[src/rtl/line_refill_unit.sv]
// Backing store for cache line refills: 64 blocks x 4 B. Each request waits MEM_LATENCY cycles,
// then returns its block as four beats, starting at the missed byte and wrapping within the block.
module line_refill_unit #(
    parameter int MEM_LATENCY  = 2,
    parameter int INIT_PATTERN = 1
) (
    input  logic       clk,
    input  logic       rst,
    input  logic       req_valid,
    output logic       req_ready,
    input  logic [7:0] req_addr,
    output logic       resp_valid,
    input  logic       resp_ready,
    output logic [7:0] resp_data,
    output logic [1:0] resp_offset,
    output logic       resp_last,
    output logic       busy
);

    typedef enum logic [1:0] {IDLE, WAIT, BURST} state_t;

    localparam logic [3:0] LAT_INIT = (MEM_LATENCY == 0) ? 4'd0 : 4'(MEM_LATENCY - 1);

    state_t     state;
    logic [5:0] blk;
    logic [1:0] start;
    logic [1:0] beat;
    logic [3:0] lat_cnt;
    logic [1:0] nxt_off;
    logic [7:0] mem [256];

    // Read-only contents are fixed by elaboration, so reset cannot disturb them.
    for (genvar i = 0; i < 256; i++) begin : g_mem
        assign mem[i] = (INIT_PATTERN != 0) ? 8'(i) : 8'h00;
    end

    assign nxt_off = resp_offset + 2'd1;

    always_ff @(posedge clk or posedge rst) begin
        if (rst) begin
            state       <= IDLE;
            req_ready   <= 1'b0;
            resp_valid  <= 1'b0;
            resp_last   <= 1'b0;
            resp_data   <= 8'h00;
            resp_offset <= 2'd0;
            busy        <= 1'b0;
            lat_cnt     <= 4'd0;
            beat        <= 2'd0;
            blk         <= 6'd0;
            start       <= 2'd0;
        end else begin
            case (state)
                IDLE: begin
                    if (req_valid && req_ready) begin
                        blk       <= req_addr[7:2];
                        start     <= req_addr[1:0];
                        req_ready <= 1'b0;
                        busy      <= 1'b1;
                        if (MEM_LATENCY == 0) begin
                            state       <= BURST;
                            resp_valid  <= 1'b1;
                            resp_offset <= req_addr[1:0];
                            resp_data   <= mem[req_addr];
                            resp_last   <= 1'b0;
                            beat        <= 2'd0;
                        end else begin
                            state   <= WAIT;
                            lat_cnt <= LAT_INIT;
                        end
                    end else begin
                        req_ready <= 1'b1;
                        busy      <= 1'b0;
                    end
                end
                WAIT: begin
                    if (lat_cnt == 4'd0) begin
                        state       <= BURST;
                        resp_valid  <= 1'b1;
                        resp_offset <= start;
                        resp_data   <= mem[{blk, start}];
                        resp_last   <= 1'b0;
                        beat        <= 2'd0;
                    end else begin
                        lat_cnt <= lat_cnt - 4'd1;
                    end
                end
                BURST: begin
                    if (resp_valid && resp_ready) begin
                        if (beat == 2'd3) begin
                            // req_ready returns only after the last beat, so bursts never overlap.
                            state      <= IDLE;
                            resp_valid <= 1'b0;
                            resp_last  <= 1'b0;
                            req_ready  <= 1'b1;
                            busy       <= 1'b0;
                        end else begin
                            beat        <= beat + 2'd1;
                            resp_offset <= nxt_off;
                            resp_data   <= mem[{blk, nxt_off}];
                            resp_last   <= (beat == 2'd2);
                        end
                    end
                end
                default: state <= IDLE;
            endcase
        end
    end

endmodule

[config.mk]
export PLATFORM = sky130hd
export DESIGN_NAME = line_refill_unit
export DESIGN_NICKNAME = d
export VERILOG_FILES = /design/src/rtl/line_refill_unit.sv
export SDC_FILE = /design/constraint.sdc
export NUM_CORES = 1
export LEC_CHECK = 0
export CORE_ASPECT_RATIO = 0.5
export CORE_MARGIN = 3
export CORE_UTILIZATION = 48
export CTS_CLUSTER_DIAMETER = 50
export DETAILED_ROUTE_END_ITERATION = 10
export PLACE_DENSITY_LB_ADDON = 0.15
export RECOVER_POWER = 100
export SKIP_LAST_GASP = 1
export SLEW_MARGIN = 20
export SYNTH_ARGS = -nofsm -noshare
export SYNTH_HDL_FRONTEND = slang
export SYNTH_SLANG_ARGS = --single-unit
[constraint.sdc]
create_clock -name clk -period 2.24 [get_ports clk]
set_clock_uncertainty 0.2 [all_clocks]
set_input_delay 0.224 -clock clk [delete_from_list [all_inputs] [get_ports clk]]
set_output_delay 0.224 -clock clk [all_outputs]
set_load 0.02 [all_outputs]
# --- Word-level counts from Yosys, hierarchy flattened ---
# Memory sizes are Yosys's and may differ from the RTL's.
# Cells that the tools add are included.
op_classes:
  n_mux: 38
  add_sub_neg: 3
  n_reduce_logical: 14
  eq_ne: 10
  bitwise: 2
  n_lt_le_gt_ge: 2
ops:
  columns: ["operator", "n"]
  rows:
  - ["2-to-1 mux 8 bit", 7]
  - ["2-to-1 mux 2 bit", 10]
  - ["greater-or-equal comparator 9 bit (second input constant)", 2]
  - ["NOT 8 -> 9 bit", 2]
  - ["case mux 8 bit (2 select lines)", 1]
  - ["inequality test 2 bit (second input constant)", 6]
  - ["AND reduction 4 bit", 3]
  - ["2-to-1 mux 1 bit", 10]
  - ["AND reduction 3 bit", 3]
  - ["2-to-1 mux 4 bit", 2]
  - ["case mux 1 bit (2 select lines)", 4]
  - ["case mux 2 bit (2 select lines)", 2]
  - ["case mux 4 bit (2 select lines)", 1]
  - ["== test 2 bit (second input constant)", 3]
  - ["case mux 2 bit (3 select lines)", 1]
  - ["nonzero test 2 bit", 3]
  - ["adder 2 x 1 -> 2 bit (second input constant)", 2]
  - ["zero test 4 bit", 1]
  - ["subtractor 4 x 1 -> 4 bit (second input constant)", 1]
  - ["== test 2 x 1 -> 1 bit (second input constant)", 1]
  - ["logical AND 1 bit", 2]
  - ["zero test 2 bit", 1]
  - ["AND reduction 2 bit", 1]
word_totals:
  word_cells: 82
  output_inout_bits: 14
  n_memories: 2
  input_bits: 12
  register_bits: 30
  mem_bits_ro: 4096
mem_list:
  columns: ["memory", "words", "word_bits", "rd", "rd_clocked_by_memory_dff", "write_ports", "line", "text"]
  rows:
  - ["(no name shown)", 256, 8, 1, 0, 0, "100", "resp_data <= mem[{blk, nxt_off}];"]
  - ["(no name shown)", 256, 8, 1, 0, 0, "81", "resp_data <= mem[{blk, start}];"]

# --- Depth between registers and ports, before layout ---
# Gate-level depths: netlist of the first run.
logic_depth:
  word_depth: 8
  ltp_mapped: 7
  mapped_depth_nobuf: 6

# --- Worst setup path after synthesis of the first run ---
# Ideal clock, no wire load.
synth_path:
  path_kind: "register to register"
  start: "reg lat_cnt[0]"
  end: "reg beat[1]"
  stages_incl_launch_ff: 7
  synth_period_minus_slack_ps: 1929
  n_path_buf: 1
  arrival_ps: 1604
  setup_slack_ps: 311
  t_required_ps: 1915
  setup_ps: 125
  path_cell_list: "dfrtp_1 > inv_1 > ha_1 > or3b_4 > o22ai_4 > buf_6 > mux2_2"
synth_between:
  elab_chain_cells: 3
synth_rtl:
  columns: ["item", "line", "text"]
  rows:
  - ["start: declaration", "28", "logic [3:0] lat_cnt;"]
  - ["start signal: assignment", "85", "lat_cnt <= lat_cnt - 4'd1;"]
  - ["zero test 4 bit", "77", "if (lat_cnt == 4'd0) begin"]
  - ["inequality test 2 bit (no line)", null, null]
  - ["AND reduction 4 bit (no line)", null, null]
  - ["end signal: assignment", "98", "beat <= beat + 2'd1;"]
  - ["end: declaration", "27", "logic [1:0] beat;"]
# Every way passes these cells.
# A chain may end at the register's enable or synchronous reset.

# --- Final worst setup path of the first run ---
layout_path:
  start: "reg lat_cnt[0]"
  end: "reg resp_data[1]"
layout_between:
  elab_chain_cells: 3
layout_rtl:
  columns: ["item", "line", "text"]
  rows:
  - ["zero test 4 bit", "77", null]
  - ["inequality test 2 bit (no line)", null, null]
  - ["AND reduction 4 bit (no line)", null, null]
  - ["end signal: assignment", "64", "resp_data <= mem[req_addr];"]
  - ["end signal: assignment", "81", null]
  - ["end signal: assignment", "100", null]
  - ["end: declaration", "14", "output logic [7:0] resp_data,"]
# Every way passes these cells.

==> flow_metrics.env, run 1 <==
export IMPL_layout_cells_non_filler=167
export IMPL_end_kind="register"
export IMPL_gp_congestion=0.739
export IMPL_cts_resized=0
export IMPL_synth_seq_cells=28
export IMPL_hold_slack_ns=0.291
export IMPL_wl_per_cell_um=12.1
export IMPL_cp_startpoint="lat_cnt[0]"
export IMPL_critPathRequiredTime_ns=2.20
export IMPL_rsz0062_at_grt="no"
export IMPL_diodes=0
export IMPL_antenna_found_initial=0
export IMPL_utilization_pct=67.3
export IMPL_nNetsFinal=149
export IMPL_max_cap_viol_count=0
export IMPL_slew_headroom_pct=1.96
export IMPL_io_buffer_count=25
export IMPL_overflow=0
export IMPL_setup_ws_ns=0.157
export IMPL_cp_endpoint="resp_data[1]"
export IMPL_routed_wl_um=2020
export IMPL_crit_fanout=11
export IMPL_rows=12
export IMPL_dr_total_vias=820
export IMPL_gr_usage_met3_pct=5.58
export IMPL_min_period_over_period_pct=93.0
export IMPL_gr_usage_met2_pct=22.1
export IMPL_hpwl_um=1540
export IMPL_clockBufferDepth=2
export IMPL_cp_start_kind="register"
export IMPL_worst_r2r_path_depth=6
export IMPL_setup_tns_ns=0
export IMPL_leakagePower_nw=0.696
export IMPL_met1_usage_pct=17.1
export IMPL_fmax_mhz=480
export IMPL_h_tree_depth=1
export IMPL_slew_viol_final=0
export IMPL_synth_cells=104
export IMPL_dpl_cell_area_mm2=0.00155
export IMPL_cts_setup_buffers=0
export IMPL_cts_buffers=3
export IMPL_yosysUniqueCellTypes=29
export IMPL_clk_latency_ns=0.27
export IMPL_die_height_um=42.2
export IMPL_post_place_cells=163
export IMPL_cts_root_buf="clkbuf_8"
export IMPL_die_width_um=78.5
export IMPL_cts_tree="built"
export IMPL_ant_nets=0
export IMPL_ios=26
export IMPL_num_fill_cells=181
export IMPL_clk_pin_slew_ns=0.09
export IMPL_design_core_area_mm2=0.00236
export IMPL_p_per_area_mw_per_mm2=1340
export IMPL_hp_class="register to register"
export IMPL_finalSetupViolations=0
export IMPL_tightest_slew_ns=1.47
export IMPL_grt_usage_pct=13.2
export IMPL_first_iter_violations=33
export IMPL_netlist_area_mm2=0.00126
export IMPL_ys_warn_count=0
export IMPL_timing_worst_setup_path_type="register to register"
export IMPL_syn_avg_cell_area_um2=12.1
export IMPL_drcViolationCount=0
export IMPL_timing_rr_start="lat_cnt[0]"
export IMPL_grt_first_pass_wirelength_um=3420
export IMPL_seq_area_frac_synth_pct=55.6
export IMPL_clock_sinks=28
export IMPL_fin_area_mm2=0.00159
export IMPL_drive_above_1_share_pct=16.7
export IMPL_grt_pass1_vias=777
export IMPL_syn_nets=120
export IMPL_drt_pass1_iterations=4
export IMPL_multiInputGateArea_um2=498
export IMPL_total_power_mw=2.13
export IMPL_status="finished clean"
export IMPL_syn2layout_area_growth_pct=25.8
export IMPL_dp_slack_ns=0.146
export IMPL_grt_max_degree=29
export IMPL_critPathArrivalTime_ns=2.05
export IMPL_dieArea_mm2=0.00332
export IMPL_vias_per_cell=4.91
export IMPL_seq_area_um2=701
export IMPL_min_period_ns=2.08
export IMPL_rrSetupSlack_ns=0.16
export IMPL_cts_hold_repair_buffers=0
export IMPL_vdd_drop_max_mv=0.957
export IMPL_grt_busiest_layer="met2"
export IMPL_initial_utilization_pct=53.5
export IMPL_rr_endpoint="resp_data[1]"
export IMPL_hold_viol=0
-- area by class of cell --
type,count,area share [%]
Sequential cell,28,44.2
Multi-Input combinational cell,66,31.4
Timing Repair Buffer,28,16.8
Clock buffer,4,3.47
Tap cell,35,2.76
Inverter,6,1.42
-- worst min-delay path by stage --
| stage | end | from | slack (ns) | cells after the start |
|---|---|---|---|---|
| floorplan | beat[0] | rst | 0.09 | 1 |
| global placement | resp_data[2] | blk[0] | 0.27 | 1 |
| detailed placement | resp_data[2] | blk[0] | 0.28 | 1 |
| CTS | resp_data[6] | rst | 0.13 | 3 |
| global route | resp_data[2] | blk[0] | 0.31 | 1 |
| finish | resp_data[2] | resp_data[2] | 0.29 | 1 |
-- logic make-up (layout without fill, tap and decap cells) --
family          count (synthesis)  count (layout)  share of synthesized area [%]
compound gates                 11              11                           6.35
xor+xnor                        2               2                           1.39
fa+ha+maj                       4               4                           3.97
flops                          28              28                           55.6
simple gates                   32              32                           13.4
buf+inv                        10              38                           4.26
mux                            17              17                           15.1
-- flip-flops by register name (all words and copies together) (netlist names) --
register,flops
beat,2
resp_data,8
blk,6
req_ready,1
lat_cnt,4
resp_last,1
busy,1
resp_valid,1
start,2
state,2
-- power by group --
| part | leakage, nW | internal [mW] | total (mW) | switching [mW] |
|---|---|---|---|---|
| Clock | 0.0288 | 0.157 | 0.301 | 0.144 |
| Combinational | 0.328 | 0.476 | 0.940 | 0.464 |
| Sequential | 0.340 | 0.737 | 0.887 | 0.149 |
-- metal layers --
layer / vias up / routed length, um
met4: 0 / 0
met2: 15 / 932
met3: 0 / 108
met1: 395 / 979
met5: - / 0
li1: 410 / -
-- worst max-delay path, stage by stage, from the launching register on --
cell and delay (ns):
dfrtp_1 0.41, inv_1 0.08, ha_1 0.17, or3b_4 0.41, o22ai_4 0.30, o21ai_0 0.15
a22o_1 0.25
-- cell usage after synthesis --
cell type	instances	share of area [%]
mux2i_1	1	0.79
o21ai_2	1	0.69
o21bai_1	1	0.60
mux2_2	14	12
mux2_1	2	1.8
buf_6	1	0.89
or2_1	1	0.50
nor3b_1	1	0.60
and3_1	1	0.50
nor2b_1	1	0.50
xor2_1	2	1.4
nand2b_1	3	1.5
or3b_4	1	0.89
o21ai_0	5	2.0
or3_1	1	0.50
a22o_1	1	0.69
o22ai_4	1	1.6
nor3_1	2	0.79
dfrtp_1	28	56
nand2_1	6	1.8
inv_1	6	1.8
nor3_2	1	0.79
buf_2	1	0.40
nand3_1	5	2.0
nand4b_1	1	0.69
a21oi_1	2	0.79
buf_4	2	1.2
nor2_1	8	2.4
ha_1	4	4.0
-- placed cells by master (no fill, tap or decap), drive strengths merged --
cell type      netlist  routed
dfrtp               28      28
mux2                16      16
dlygate4sd3          0      14
clkdlybuf4s50        0      11
nor2                 8       8
o21ai                6       6
nand2                6       6
inv                  6       6
clkbuf               0       6
nand3                5       5
ha                   4       4
nand2b               3       3
nor3                 3       3
a21oi                2       2
xor2                 2       2
nand4b               1       1
or3b                 1       1
o22ai                1       1
a22o                 1       1
nor3b                1       1
or2                  1       1
or3                  1       1
and3                 1       1
nor2b                1       1
o21bai               1       1
mux2i                1       1
buf                  4       1
(Power assumes the default switching activity.)
==> inputs of run 2 (changes only) <==
CORE_MARGIN = 1   (was 3)
==> flow_metrics.env, run 2 (synthesized netlist as in run 1, its figures left out) <==
export IMPL_clockBufferDepth=2
export IMPL_cts_resized=0
export IMPL_max_cap_viol_count=1
export IMPL_violations="capacitance limit"
export IMPL_finalSetupViolations=0
export IMPL_hold_end="blk[2]"
export IMPL_multiInputGateArea_um2=502
export IMPL_slew_headroom_pct=0.167
export IMPL_hpwl_um=1460
export IMPL_h_tree_depth=1
export IMPL_fmax_mhz=475
export IMPL_layout_cells_non_filler=165
export IMPL_grt_max_degree=29
export IMPL_num_fill_cells=190
export IMPL_dr_total_vias=831
export IMPL_critPathRequiredTime_ns=2.20
export IMPL_regMostFlops="resp_data"
export IMPL_end_kind="register"
export IMPL_grt_usage_pct=17.5
export IMPL_vias_per_cell=5.04
export IMPL_diodes=0
export IMPL_top_regs="resp_data: 8 flops, blk: 6 flops, lat_cnt: 4 flops"
export IMPL_nNetsFinal=148
export IMPL_min_period_over_period_pct=94.1
export IMPL_ios=26
export IMPL_cts_root_buf="clkbuf_8"
export IMPL_rsz0062_at_grt="no"
export IMPL_worst_r2r_path_depth=5
export IMPL_io_buffer_count=25
export IMPL_rrSetupSlack_ns=0.13
export IMPL_vdd_drop_max_mv=0.677
export IMPL_max_stage_delay_ns=0.42
export IMPL_seq_area_um2=701
export IMPL_dp_slack_ns=0.123
export IMPL_p_per_area_mw_per_mm2=1330
export IMPL_layout_commonest_cell="dfrtp_1"
export IMPL_antenna_found_initial=0
export IMPL_mostFrequentLayoutCells="dfrtp_1 (28), mux2_2 (14), dlygate4sd3_1 (14), clkdlybuf4s50_1 (11), nor2_1 (8)"
export IMPL_timing_worst_setup_path_type="register to register"
export IMPL_critPathArrivalTime_ns=2.07
export IMPL_cts_tree="built"
export IMPL_clock_sinks=28
export IMPL_min_period_ns=2.11
export IMPL_cp_start_kind="register"
export IMPL_setup_ws_ns=0.133
export IMPL_wl_per_cell_um=12.2
export IMPL_cp_startpoint="lat_cnt[0]"
export IMPL_critPathSlowestCell="dfrtp_1"
export IMPL_cts_buffers=3
export IMPL_status="complete, but fails checks"
export IMPL_rr_endpoint="resp_data[7]"
export IMPL_drive_above_1_share_pct=16.2
export IMPL_die_width_um=74.5
export IMPL_timing_rr_start="lat_cnt[0]"
export IMPL_hold_viol=0
export IMPL_dpl_cell_area_mm2=0.00154
export IMPL_grt_first_pass_wirelength_um=3510
export IMPL_gp_congestion=0.749
export IMPL_cts_setup_buffers=0
export IMPL_worstHoldPathCells=1
export IMPL_rows=12
export IMPL_hp_class="register to register"
export IMPL_grt_pass1_vias=800
export IMPL_hold_slack_ns=0.306
export IMPL_crit_fanout=12
export IMPL_ant_nets=0
export IMPL_post_place_cells=162
export IMPL_largest_reg_flops=8
export IMPL_overflow=0
export IMPL_crit_chain="inv_1 > ha_1 > or3b_4 > o22ai_4 > mux2_2"
export IMPL_initial_utilization_pct=53.8
export IMPL_clk_pin_slew_ns=0.09
export IMPL_drcViolationCount=0
export IMPL_clk_latency_ns=0.27
export IMPL_routed_wl_um=2020
export IMPL_die_height_um=38.2
export IMPL_drt_pass1_iterations=4
export IMPL_design_core_area_mm2=0.00234
export IMPL_cts_hold_repair_buffers=0
export IMPL_fin_area_mm2=0.00157
export IMPL_syn2layout_area_growth_pct=24.6
export IMPL_first_iter_violations=67
export IMPL_hold_start="blk[2]"
export IMPL_dieArea_mm2=0.00285
export IMPL_leakagePower_nw=0.685
export IMPL_setup_tns_ns=0
export IMPL_tightest_slew_ns=1.50
export IMPL_slew_viol_final=0
## run 2: cell count changes in the layout (fill, tap and decap cells not counted), sizes merged
cell / before / now
clkbuf: 6 / 4
## run 2: power by group
part | internal (mW) | switching [mW]
clock network | 0.121 | 0.141
logic | 0.473 | 0.460
registers | 0.738 | 0.156
## run 2: critical path: cells and delay by family (launching register included)
kind | cells | cell delay [ns]
buf+inv | 1 | 0.09
mux | 1 | 0.39
flops | 1 | 0.42
fa+ha+maj | 1 | 0.16
compound gates | 1 | 0.34
simple gates | 1 | 0.41
## run 2: through the flow
stage                     total power [mW]  utilization, %
after global placement                1.87            65.7
final                                 2.09            67.1
after detailed placement              1.90            65.7
after CTS                             2.17            67.5
after floorplan                       1.56               -
after global routing                  2.25            67.1
## run 2: area by class of cell
cell class                      count  share of cell area [%]
Inverter                            6                    1.43
Timing Repair Buffer               27                    16.6
Clock buffer                        3                    2.63
Tap cell                           35                    2.79
Sequential cell                    28                    44.6
Multi-Input combinational cell     66                    31.9
## run 2: how the worst max path moves through the flow
stage	to	slack (ns)	depth (start not counted)
after global placement	resp_data[7]	0.16	4
after CTS	resp_data[7]	0.12	5
after floorplan	beat[1]	0.31	6
final	resp_data[7]	0.13	5
after detailed placement	resp_data[7]	0.12	5
after global routing	resp_data[3]	0.04	5
## run 2: metal layers
layer	global-route usage [%]	vias to the layer above	wire length, um
li1	-	409	-
met1	21.2	402	993
met2	30.4	15	928
met3	6.32	5	82
met4	4.25	0	17
met5	0	-	0
